<file path="config.mk">
export PLATFORM = sky130hd
export DESIGN_NAME = clock_ctrl_flat
export DESIGN_NICKNAME = d
export VERILOG_FILES = /design/src/rtl/clock_ctrl_pkg.sv /design/src/rtl/clock_ctrl_if.sv /design/src/rtl/clock_ctrl_btn_sync_edge.sv /design/src/rtl/clock_ctrl.sv /design/src/flat_wrapper.sv
export SDC_FILE = /design/constraint.sdc
export NUM_CORES = 1
export LEC_CHECK = 0
export ABC_AREA = 1
export BUFFER_PORTS_ARGS = -buffer_cell sky130_fd_sc_hd__buf_2
export CAP_MARGIN = 20
export CORE_MARGIN = 3
export CORE_UTILIZATION = 31
export CTS_CLUSTER_SIZE = 28
export DETAILED_ROUTE_END_ITERATION = 10
export HOLD_SLACK_MARGIN = 0.06
export PLACE_DENSITY_LB_ADDON = 0.05
export SLEW_MARGIN = 30
export SYNTH_ARGS = -nofsm -noshare
export SYNTH_HDL_FRONTEND = slang
export SYNTH_SLANG_ARGS = --single-unit
</file>
<file path="constraint.sdc">
create_clock -name clk -period 3.25 [get_ports clk]
set_clock_uncertainty 0.2 [all_clocks]
set_input_delay 0.325 -clock clk [delete_from_list [all_inputs] [get_ports clk]]
set_output_delay 0.325 -clock clk [all_outputs]
set_load 0.02 [all_outputs]
</file>
<file path="src/rtl/clock_ctrl_pkg.sv">
// rtl/clock_ctrl_pkg.sv - mode encoding and seconds constants for the clock controller
package clock_ctrl_pkg;

  typedef enum logic [1:0] {
    MODE_RUN     = 2'd0,
    MODE_SET_HR  = 2'd1,
    MODE_SET_MIN = 2'd2
  } mode_t;

  localparam int SEC_W = 6;
  localparam logic [SEC_W-1:0] SEC_MAX = 6'd59;

endpackage

</file>
<file path="src/rtl/clock_ctrl_if.sv">
// rtl/clock_ctrl_if.sv - tick/button inputs and counter-side outputs of the clock controller
interface clock_ctrl_if;
  import clock_ctrl_pkg::*;

  logic             tick_1hz;
  logic             btn_mode;
  logic             btn_inc;
  logic             min_at_max;
  logic             enable;
  logic             min_inc;
  logic             hr_inc;
  logic [SEC_W-1:0] sec_val;
  logic [1:0]       mode;
  logic             blink;

  modport master (
    input  tick_1hz, btn_mode, btn_inc, min_at_max,
    output enable, min_inc, hr_inc, sec_val, mode, blink
  );

  modport slave (
    output tick_1hz, btn_mode, btn_inc, min_at_max,
    input  enable, min_inc, hr_inc, sec_val, mode, blink
  );

endinterface

</file>
<file path="src/rtl/clock_ctrl_btn_sync_edge.sv">
// rtl/clock_ctrl_btn_sync_edge.sv - button synchronizer with registered rising-edge pulse
module btn_sync_edge #(
  parameter int SYNC_STAGES = 2
) (
  input  logic clk,
  input  logic rst,
  input  logic raw,
  output logic level,
  output logic rise
);

  logic [SYNC_STAGES-1:0] sync_q;
  logic                   level_q;

  always_ff @(posedge clk or negedge rst) begin
    if (!rst) begin
      sync_q  <= '0;
      level_q <= 1'b0;
      rise    <= 1'b0;
    end else begin
      sync_q  <= {sync_q[SYNC_STAGES-2:0], raw};
      level_q <= sync_q[SYNC_STAGES-1];
      rise    <= sync_q[SYNC_STAGES-1] & ~level_q;
    end
  end

  assign level = sync_q[SYNC_STAGES-1];

endmodule

</file>
<file path="src/rtl/clock_ctrl.sv">
// rtl/clock_ctrl.sv - run/set mode sequencer owning seconds and driving minute/hour increments
// Optional increment auto-repeat while held: CLOCK_CTRL_AUTO_REPEAT_EN
module clock_ctrl
  import clock_ctrl_pkg::*;
#(
  parameter int SYNC_STAGES = 2,
  parameter int TIMEOUT_S   = 30
`ifdef CLOCK_CTRL_AUTO_REPEAT_EN
  ,
  parameter int REPEAT_DELAY = 2
`endif
) (
  input logic          clk,
  input logic          rst,
  clock_ctrl_if.master bus
);

  mode_t            mode_q, mode_d;
  logic [SEC_W-1:0] sec_q, sec_d;
  logic             min_inc_q, min_inc_d, hr_inc_q, hr_inc_d, enable_q;
  logic             blink_q, blink_d;
  logic [7:0]       to_q, to_d;
  logic             mode_level, mode_rise, inc_level, inc_rise;
  logic             set_mode, btn_event, inc_req, timeout, levels_unused;

  btn_sync_edge #(.SYNC_STAGES(SYNC_STAGES)) u_mode_btn (
    .clk(clk), .rst(rst), .raw(bus.btn_mode), .level(mode_level), .rise(mode_rise)
  );

  btn_sync_edge #(.SYNC_STAGES(SYNC_STAGES)) u_inc_btn (
    .clk(clk), .rst(rst), .raw(bus.btn_inc), .level(inc_level), .rise(inc_rise)
  );

  assign set_mode = (mode_q == MODE_SET_HR) || (mode_q == MODE_SET_MIN);

`ifdef CLOCK_CTRL_AUTO_REPEAT_EN
  logic [7:0] rep_q, rep_d;
  logic       held_tick;

  // A held button counts as activity, so it also keeps the timeout at bay.
  assign held_tick     = set_mode && inc_level && bus.tick_1hz;
  assign inc_req       = inc_rise || (held_tick && (rep_q >= 8'(REPEAT_DELAY)));
  assign btn_event     = mode_rise || inc_rise || held_tick;
  assign levels_unused = mode_level;

  always_comb begin
    rep_d = rep_q;
    if (!set_mode || !inc_level) begin
      rep_d = '0;
    end else if (bus.tick_1hz && (rep_q < 8'(REPEAT_DELAY))) begin
      rep_d = rep_q + 8'd1;
    end
  end

  always_ff @(posedge clk or negedge rst) begin
    if (!rst) rep_q <= '0;
    else      rep_q <= rep_d;
  end
`else
  assign inc_req       = inc_rise;
  assign btn_event     = mode_rise || inc_rise;
  assign levels_unused = mode_level | inc_level;
`endif

  assign timeout = set_mode && bus.tick_1hz && !btn_event && (to_q == 8'(TIMEOUT_S - 1));

  always_ff @(posedge clk or negedge rst) begin
    if (!rst) begin
      mode_q    <= MODE_RUN;
      sec_q     <= '0;
      min_inc_q <= 1'b0;
      hr_inc_q  <= 1'b0;
      enable_q  <= 1'b0;
      blink_q   <= 1'b0;
      to_q      <= '0;
    end else begin
      mode_q    <= mode_d;
      sec_q     <= sec_d;
      min_inc_q <= min_inc_d;
      hr_inc_q  <= hr_inc_d;
      enable_q  <= min_inc_d | hr_inc_d;
      blink_q   <= blink_d;
      to_q      <= to_d;
    end
  end

  always_comb begin
    mode_d = mode_q;
    case (mode_q)
      MODE_RUN:     if (mode_rise) mode_d = MODE_SET_HR;
      MODE_SET_HR:  if (mode_rise) mode_d = MODE_SET_MIN;
                    else if (timeout) mode_d = MODE_RUN;
      MODE_SET_MIN: if (mode_rise || timeout) mode_d = MODE_RUN;
      default:      mode_d = MODE_RUN;
    endcase
  end

  always_comb begin
    sec_d     = sec_q;
    min_inc_d = 1'b0;
    hr_inc_d  = 1'b0;
    blink_d   = blink_q;
    to_d      = to_q;
    case (mode_q)
      MODE_RUN: begin
        to_d    = '0;
        blink_d = 1'b0;
        if (bus.tick_1hz) begin
          if (sec_q == SEC_MAX) begin
            sec_d     = '0;
            min_inc_d = 1'b1;
            hr_inc_d  = bus.min_at_max;
          end else begin
            sec_d = sec_q + 6'd1;
          end
        end
      end
      MODE_SET_HR, MODE_SET_MIN: begin
        if (btn_event)         to_d = '0;
        else if (bus.tick_1hz) to_d = to_q + 8'd1;
        if (bus.tick_1hz) blink_d = ~blink_q;
        // A mode edge in the same cycle swallows the increment.
        if (inc_req && !mode_rise) begin
          if (mode_q == MODE_SET_HR) hr_inc_d  = 1'b1;
          else                       min_inc_d = 1'b1;
        end
      end
      default: begin
        sec_d   = '0;
        blink_d = 1'b0;
        to_d    = '0;
      end
    endcase
    if (mode_d != mode_q) begin
      blink_d = 1'b0;
      to_d    = '0;
      if (mode_d == MODE_RUN) sec_d = '0;
    end
  end

  assign bus.sec_val = sec_q;
  assign bus.mode    = mode_q;
  assign bus.min_inc = min_inc_q;
  assign bus.hr_inc  = hr_inc_q;
  assign bus.enable  = enable_q;
  assign bus.blink   = blink_q;

endmodule

</file>
<file path="src/flat_wrapper.sv">
// flat-port wrapper written by rule: the top's interface ports become plain ports
module clock_ctrl_flat import clock_ctrl_pkg::*;
#(
  parameter int SYNC_STAGES = 2,
  parameter int TIMEOUT_S   = 30

)
  (clk, rst, bus_tick_1hz, bus_btn_mode, bus_btn_inc, bus_min_at_max, bus_enable, bus_min_inc, bus_hr_inc, bus_sec_val, bus_mode, bus_blink);
  clock_ctrl_if bus_i ();
  input logic clk;
  input logic rst;
  input wire logic [$bits(bus_i.tick_1hz)-1:0] bus_tick_1hz;
  input wire logic [$bits(bus_i.btn_mode)-1:0] bus_btn_mode;
  input wire logic [$bits(bus_i.btn_inc)-1:0] bus_btn_inc;
  input wire logic [$bits(bus_i.min_at_max)-1:0] bus_min_at_max;
  output wire logic [$bits(bus_i.enable)-1:0] bus_enable;
  output wire logic [$bits(bus_i.min_inc)-1:0] bus_min_inc;
  output wire logic [$bits(bus_i.hr_inc)-1:0] bus_hr_inc;
  output wire logic [$bits(bus_i.sec_val)-1:0] bus_sec_val;
  output wire logic [$bits(bus_i.mode)-1:0] bus_mode;
  output wire logic [$bits(bus_i.blink)-1:0] bus_blink;
  assign bus_i.tick_1hz = bus_tick_1hz;
  assign bus_i.btn_mode = bus_btn_mode;
  assign bus_i.btn_inc = bus_btn_inc;
  assign bus_i.min_at_max = bus_min_at_max;
  assign bus_enable = bus_i.enable;
  assign bus_min_inc = bus_i.min_inc;
  assign bus_hr_inc = bus_i.hr_inc;
  assign bus_sec_val = bus_i.sec_val;
  assign bus_mode = bus_i.mode;
  assign bus_blink = bus_i.blink;
  clock_ctrl #(.SYNC_STAGES(SYNC_STAGES), .TIMEOUT_S(TIMEOUT_S)) u_core (.clk(clk), .rst(rst), .bus(bus_i));
endmodule
</file>
* Word-level counts from Yosys, hierarchy flattened
Cells that the tools add are included.
** Storage, ports and cells
- Register bits after elaboration :: 28
- Bits of input ports :: 6
- Output and inout port bits :: 12
- Logic and storage cells :: 67
** Operators by class
- Add/sub/neg operators :: 2
- Equal/unequal tests :: 7
- Mux-type cells :: 27
- Bitwise gates (word level) :: 6
- Reduce and logical (&&, ||, !) cells :: 12
** Operator list (count)
- two-way mux 8 bit :: 4
- two-way mux 6 bit :: 4
- case mux 6 bit (2 select lines) :: 1
- two-way mux 1 bit :: 11
- adder 8 x 1 -> 8 bit (second input constant) :: 1
- equality test 8 x 5 -> 1 bit (second input constant) :: 1
- two-way mux 2 bit :: 4
- adder 6 x 1 -> 6 bit (second input constant) :: 1
- equality test 6 bit (second input constant) :: 1
- case mux 2 bit (3 select lines) :: 1
- logical AND 1 bit :: 4
- zero test 2 bit :: 2
- != test 4 x 2 -> 1 bit (second input constant) :: 1
- case mux 1 bit (2 select lines) :: 2
- logical OR 1 bit :: 3
- != test 3 x 2 -> 1 bit (second input constant) :: 1
- inverter 1 bit :: 3
- AND 1 bit :: 2
- equality test 2 x 1 -> 1 bit (second input constant) :: 1
- equality test 2 bit (second input constant) :: 1
- zero test 1 bit :: 2
- != test 2 bit :: 1
- OR reduction 2 bit :: 1
- bitwise OR 1 bit :: 1

* Logic depth before layout (Yosys ltp)
- Depth in word-level cells :: 11
- Depth in mapped cells :: 14
- Mapped depth without buffers :: 14

* Cells and area by module
Synthesis repeated with hierarchy kept, for this count alone.
** Unflattened totals
- Cell total of the unflattened synthesis :: 192
- Area, all modules :: 1520.2 um^2
** By module, submodules not included
- clock_ctrl :: times used 1, cells each 180, area an instance 1300.0 um^2, sequential area each 500.5 um^2
- btn_sync_edge :: times used 2, cells each 6, area an instance 110.1 um^2, sequential area each 100.1 um^2

* Worst setup path after synthesis
No wires, ideal clock.
- Path kind :: register to register
- From :: register u_core.mode_q[1] (netlist: u_core.bus.mode[1])
- To :: register u_core.to_q[6]
- Library setup time :: 117 ps
- Arrival time :: 1865 ps
- Required time :: 2933 ps
- Setup slack :: 1068 ps
- Cell stages (with the launch flop) :: 15
- Buffers on the path :: 1
- Period minus slack after synthesis :: 2182 ps
- Cell sequence :: dfrtp_1 > inv_1 > ha_1 > buf_4 > nand2_2 > nor2_1 > nand3_1 > nand2_1 > nand2_2 > nand2_2 > nand2_2 > nand3_4 > nor2_1 > nand2_1 > nand2_1
** On the way
- Longest elaborated chain between the ends :: 10
- Elaborated cells on any way between the ends :: 18
- Classes of those cells :: eq/ne (4); mux (7); reduce/logical (7)
** Ends and longest elaborated chain
- from (decl) :: line clock_ctrl.sv:18 : mode_t mode_q, mode_d;
- from (signal assigned) :: line clock_ctrl.sv:77 : mode_q <= mode_d;
- equality test 2 x 1 -> 1 bit / equality test 2 bit (equally long branches) :: line clock_ctrl.sv:34, clock_ctrl.sv:89, clock_ctrl.sv:104
- logical OR 1 bit :: line clock_ctrl.sv:34 : assign set_mode = (mode_q == MODE_SET_HR) || (mode_q == MODE_SET_MIN);
- logical AND 1 bit (3 in series) :: line clock_ctrl.sv:65 : assign timeout = set_mode && bus.tick_1hz && !btn_event && (to_q == 8'(TIMEOUT_S - 1));
- two-way mux 2 bit / logical OR 1 bit (equally long branches) :: line clock_ctrl.sv:92, clock_ctrl.sv:93
- two-way mux 2 bit (on tied branches) :: line clock_ctrl.sv:91, clock_ctrl.sv:93
- case mux 2 bit (3 select lines) :: line clock_ctrl.sv:89 : case (mode_q)
- != test 2 bit :: line clock_ctrl.sv:134 : if (mode_d != mode_q) begin
- != test 4 x 2 -> 1 bit (no source line) / two-way mux 8 bit (equally long branches)
- to (signal assigned) :: line clock_ctrl.sv:83 : to_q <= to_d;
- to (decl) :: line clock_ctrl.sv:22 : logic [7:0] to_q, to_d;
Several ways; a longest one is shown, not always the timed one.
A chain may end at the register's enable or synchronous reset.

* Final worst setup path
- From :: register u_core.mode_q[1] (netlist: u_core.bus.mode[1])
- To :: register u_core.sec_q[4] (netlist: u_core.bus.sec_val[4])
** On the way
- Longest elaborated chain between the ends :: 11
- Elaborated cells on any way between the ends :: 19
- Classes of those cells :: eq/ne (3); mux (8); reduce/logical (8)
** Ends and longest elaborated chain
- equality test 2 x 1 -> 1 bit / equality test 2 bit (equally long branches) :: line clock_ctrl.sv:34, clock_ctrl.sv:89, clock_ctrl.sv:104
- logical OR 1 bit :: line clock_ctrl.sv:34
- logical AND 1 bit (3 in series) :: line clock_ctrl.sv:65
- two-way mux 2 bit / logical OR 1 bit (equally long branches) :: line clock_ctrl.sv:92, clock_ctrl.sv:93
- two-way mux 2 bit (on tied branches) :: line clock_ctrl.sv:91, clock_ctrl.sv:93
- case mux 2 bit (3 select lines) :: line clock_ctrl.sv:89
- zero test 2 bit :: line clock_ctrl.sv:137 : if (mode_d == MODE_RUN) sec_d = '0;
- two-way mux 6 bit :: line clock_ctrl.sv:137
- two-way mux 6 bit * :: line clock_ctrl.sv:134
- via u_core.sec_d[4] :: line clock_ctrl.sv:19 : logic [SEC_W-1:0] sec_q, sec_d;
- to (signal assigned) :: line clock_ctrl.sv:70 : sec_q <= '0;
- to (signal assigned) :: line clock_ctrl.sv:78 : sec_q <= sec_d;
- to (decl) :: line clock_ctrl.sv:19
Mark *: on every way through the listed nets, which the timed path passes. The rest lies on a longest branch.

==> flow_summary.ini <==
[power_and_ir_drop]
power.switching_mw = 0.541
p_comb_share_pct = 44.1
power.total_mw = 1.26
p_per_area_nw_per_um2 = 711
p_int_mw = 0.718
peakVddDrop_uv = 419
seq_power_share_pct = 33.9
p_leak_nw = 0.854
sw_frac_of_total_pct = 43.0
power.share.clock_pct = 21.9

[sta]
fin_ws_ps = 840
period_share_pct = 74.1
setup-tns-final_ps = 0
fin_crit_ps = 2410
rsz0062_at_grt = no
fmax_mhz = 415
final-setup-viol-count = 0
hold_viol_final = 0
maxSlewViolCount = 0
worst_pin_slew_ps = 615
relSlewSlack_pct = 59.0
hold-worst-slack_ps = 143

[grt]
grt_max_degree = 29
grt_pass1_wl_um = 5860
antenna_found_initial = 0
grtUsageTotal_pct = 12.1
grt_pass1_vias = 1248
grt_remaining_overflow = 0

[detailed_routing]
viasPerCell = 4.52
vias = 1206
postRouteWirelength_um = 3190
dr.pass1.iters = 4
ant_nets = 0
drt_iter0_drc = 57
wl_per_cell_um = 12.0
drc_errors = 0

[setup_path]
crit_top_cell = nand2_2
worst_path_max_delay_cell = ha_1
arrival_ps = 2370
ff2ff_path_depth = 11
critPathMaxFanout = 10
critPathLaunchType = flip-flop
rrSetupSlack_ps = 840
cp-end-kind = flip-flop
crit_chain = inv_1 > ha_1 > nand2_2 > nor2_1 > nand3_1 > nand2_1 > nand2_2 > nand2_2 > o211ai_1 > nand2_1 > nor2_1
cp.required_ps = 3210
crit_path_max_incr_delay_ps = 520
path_class = flip-flop to flip-flop

[placement]
port_buffers = 17
placed_cells = 260
placed_cell_area_sq_um = 1670
post-dp-hpwl_um = 2400
gp_congestion = 0.856
place_ws_ps = 875

[floorplanning]
initial_core_util_pct = 33.4
core_sq_um = 4530
pin_count = 18
die_h_um = 75.9
dieArea_sq_um = 5770
rows = 24
die_w_um = 75.9

[clock_network]
cts_htree_levels = 1
clk_pin_slew_worst_paths_ps = 100
cts_tree = yes
root_buffer = clkbuf_8
cts_inserted_buffers = 3
clock_path_buffers = 2
clock-sinks = 28
clock_latency_ps = 280

[yosys]
syn-num-nets = 193
synth_top_area_share_pct = 46.2
ys.warnings.count = 0
synthTopCellsByArea = dfrtp_1 46%, nand2_1 7.9%, ha_1 5.8%
avgSynthCellArea_sq_um = 8.42
ys_ff_latch = 28
syn_inst = 180
yosysSeqAreaShare_pct = 46.2
synth_top_area_cell = dfrtp_1
syn_area_sq_um = 1520
ys_types = 27

[cells_and_area]
n_antenna_cell = 0
area_growth_pct = 16.8
final_area_sq_um = 1770
layout.nets = 216
drive_gt1_share_pct = 20.8
fin_util_pct = 39.1
fin_cells = 267

[run]
maxCapViolCount = 0

[status]
status = completed

[worst_hold_path]
whs_path_depth = 3
min-delay-path-class = input port to flip-flop
## logic make-up after synthesis
logic type                 after synthesis  synth area share [%]
AOI/OAI and AO/OA                       17                  6.85
xor gates and xnor gates                 7                  4.04
adders and majority gates                7                  5.78
buffers and inverters                   28                  7.26
DFF                                     28                  46.2
and+or+nand+nor                         93                  29.9
## sequential cells by signal (all words and copies together), names as in the netlist, 2 cells and up
register and cells:
u_core.to_q 8, u_core.bus.mode 2, u_core.u_mode_btn.sync_q 2, u_core.u_inc_btn.sync_q 2, u_core.bus.sec_val 6
## layout make-up
type | count | area, sq um
sequential | 28 | 701
multi-input combinational | 124 | 706
tap | 65 | 81.3
clock buffer | 3 | 41.3
clock inverter | 1 | 30.0
timing repair buffer | 20 | 115
fill | 486 | 2760
inverter | 26 | 97.6
## path summary, 6_finish.rpt
check                                                 from                          to
worst max register to register          u_core.bus.mode[1]       u_core.bus.sec_val[4]
worst min register to register  u_core.u_inc_btn.sync_q[0]  u_core.u_inc_btn.sync_q[1]
worst max-delay path                    u_core.bus.mode[1]       u_core.bus.sec_val[4]
worst min-delay path                        bus_min_at_max           u_core.bus.hr_inc
max in group asynchronous                              rst              u_core.to_q[5]
min in group asynchronous                              rst       u_core.bus.sec_val[2]
## routing by layer
metal	share of wire [%]	global-route usage (%)	vias to the layer above
li1	-	-	615
met1	49	15.9	572
met2	46	19.9	17
met3	3.6	3.08	2
met4	0.72	3.08	0
met5	0	0	-
## timing repair
item,in CTS,in global routing
setup buffers,0,0
hold buffers,3,0
endpoints found under the hold margin,30,0
resized for setup,0,0
endpoints found under the setup margin,0,0
## cells in the mapped netlist (all sizes together)
cell type  number
nor3b           1
nor4            1
or2             2
o22ai           3
a22oi           4
nand4           3
nor3            8
nor2           25
dfrtp          28
nand3          12
o21a            1
xnor2           2
ha              7
inv            26
buf             2
a21oi           4
xor2            5
o211ai          1
nand2          41
o21ai           4
## power by group through the flow
stage          registers (mW)  clock network, mW  logic (mW)
4_1_cts                 0.429              0.287       0.565
5_1_grt                 0.434              0.300       0.635
6_report                0.427              0.276       0.556
3_3_place_gp            0.432                  0       0.557
3_5_place_dp            0.436                  0       0.558
2_1_floorplan           0.465                  0       0.381
## cell usage in the layout (no fill, tap or decap), types with 3 or more instances in the layout
| master | instances |
|---|---|
| nand2_1 | 32 |
| dfrtp_1 | 28 |
| nor2_1 | 23 |
| inv_1 | 22 |
| buf_2 | 17 |
| nand3_1 | 9 |
| nand2_2 | 8 |
| nor3_1 | 8 |
| ha_1 | 7 |
| xor2_1 | 5 |
| inv_2 | 4 |
| o21ai_0 | 4 |
| a21oi_1 | 4 |
| a22oi_1 | 4 |
| o22ai_1 | 3 |
| nand4_1 | 3 |
| clkbuf_8 | 3 |
| dlygate4sd3_1 | 3 |
## critical path, delay by kind of cell (launching register included)
| kind | cells | cell delay (ps) |
|---|---|---|
| and+or+nand+nor | 8 | 860 |
| adders and majority gates | 1 | 520 |
| buffers and inverters | 1 | 120 |
| DFF | 1 | 470 |
| AOI/OAI and AO/OA | 1 | 100 |
Note: power is estimated with default switching activity, not from simulation.
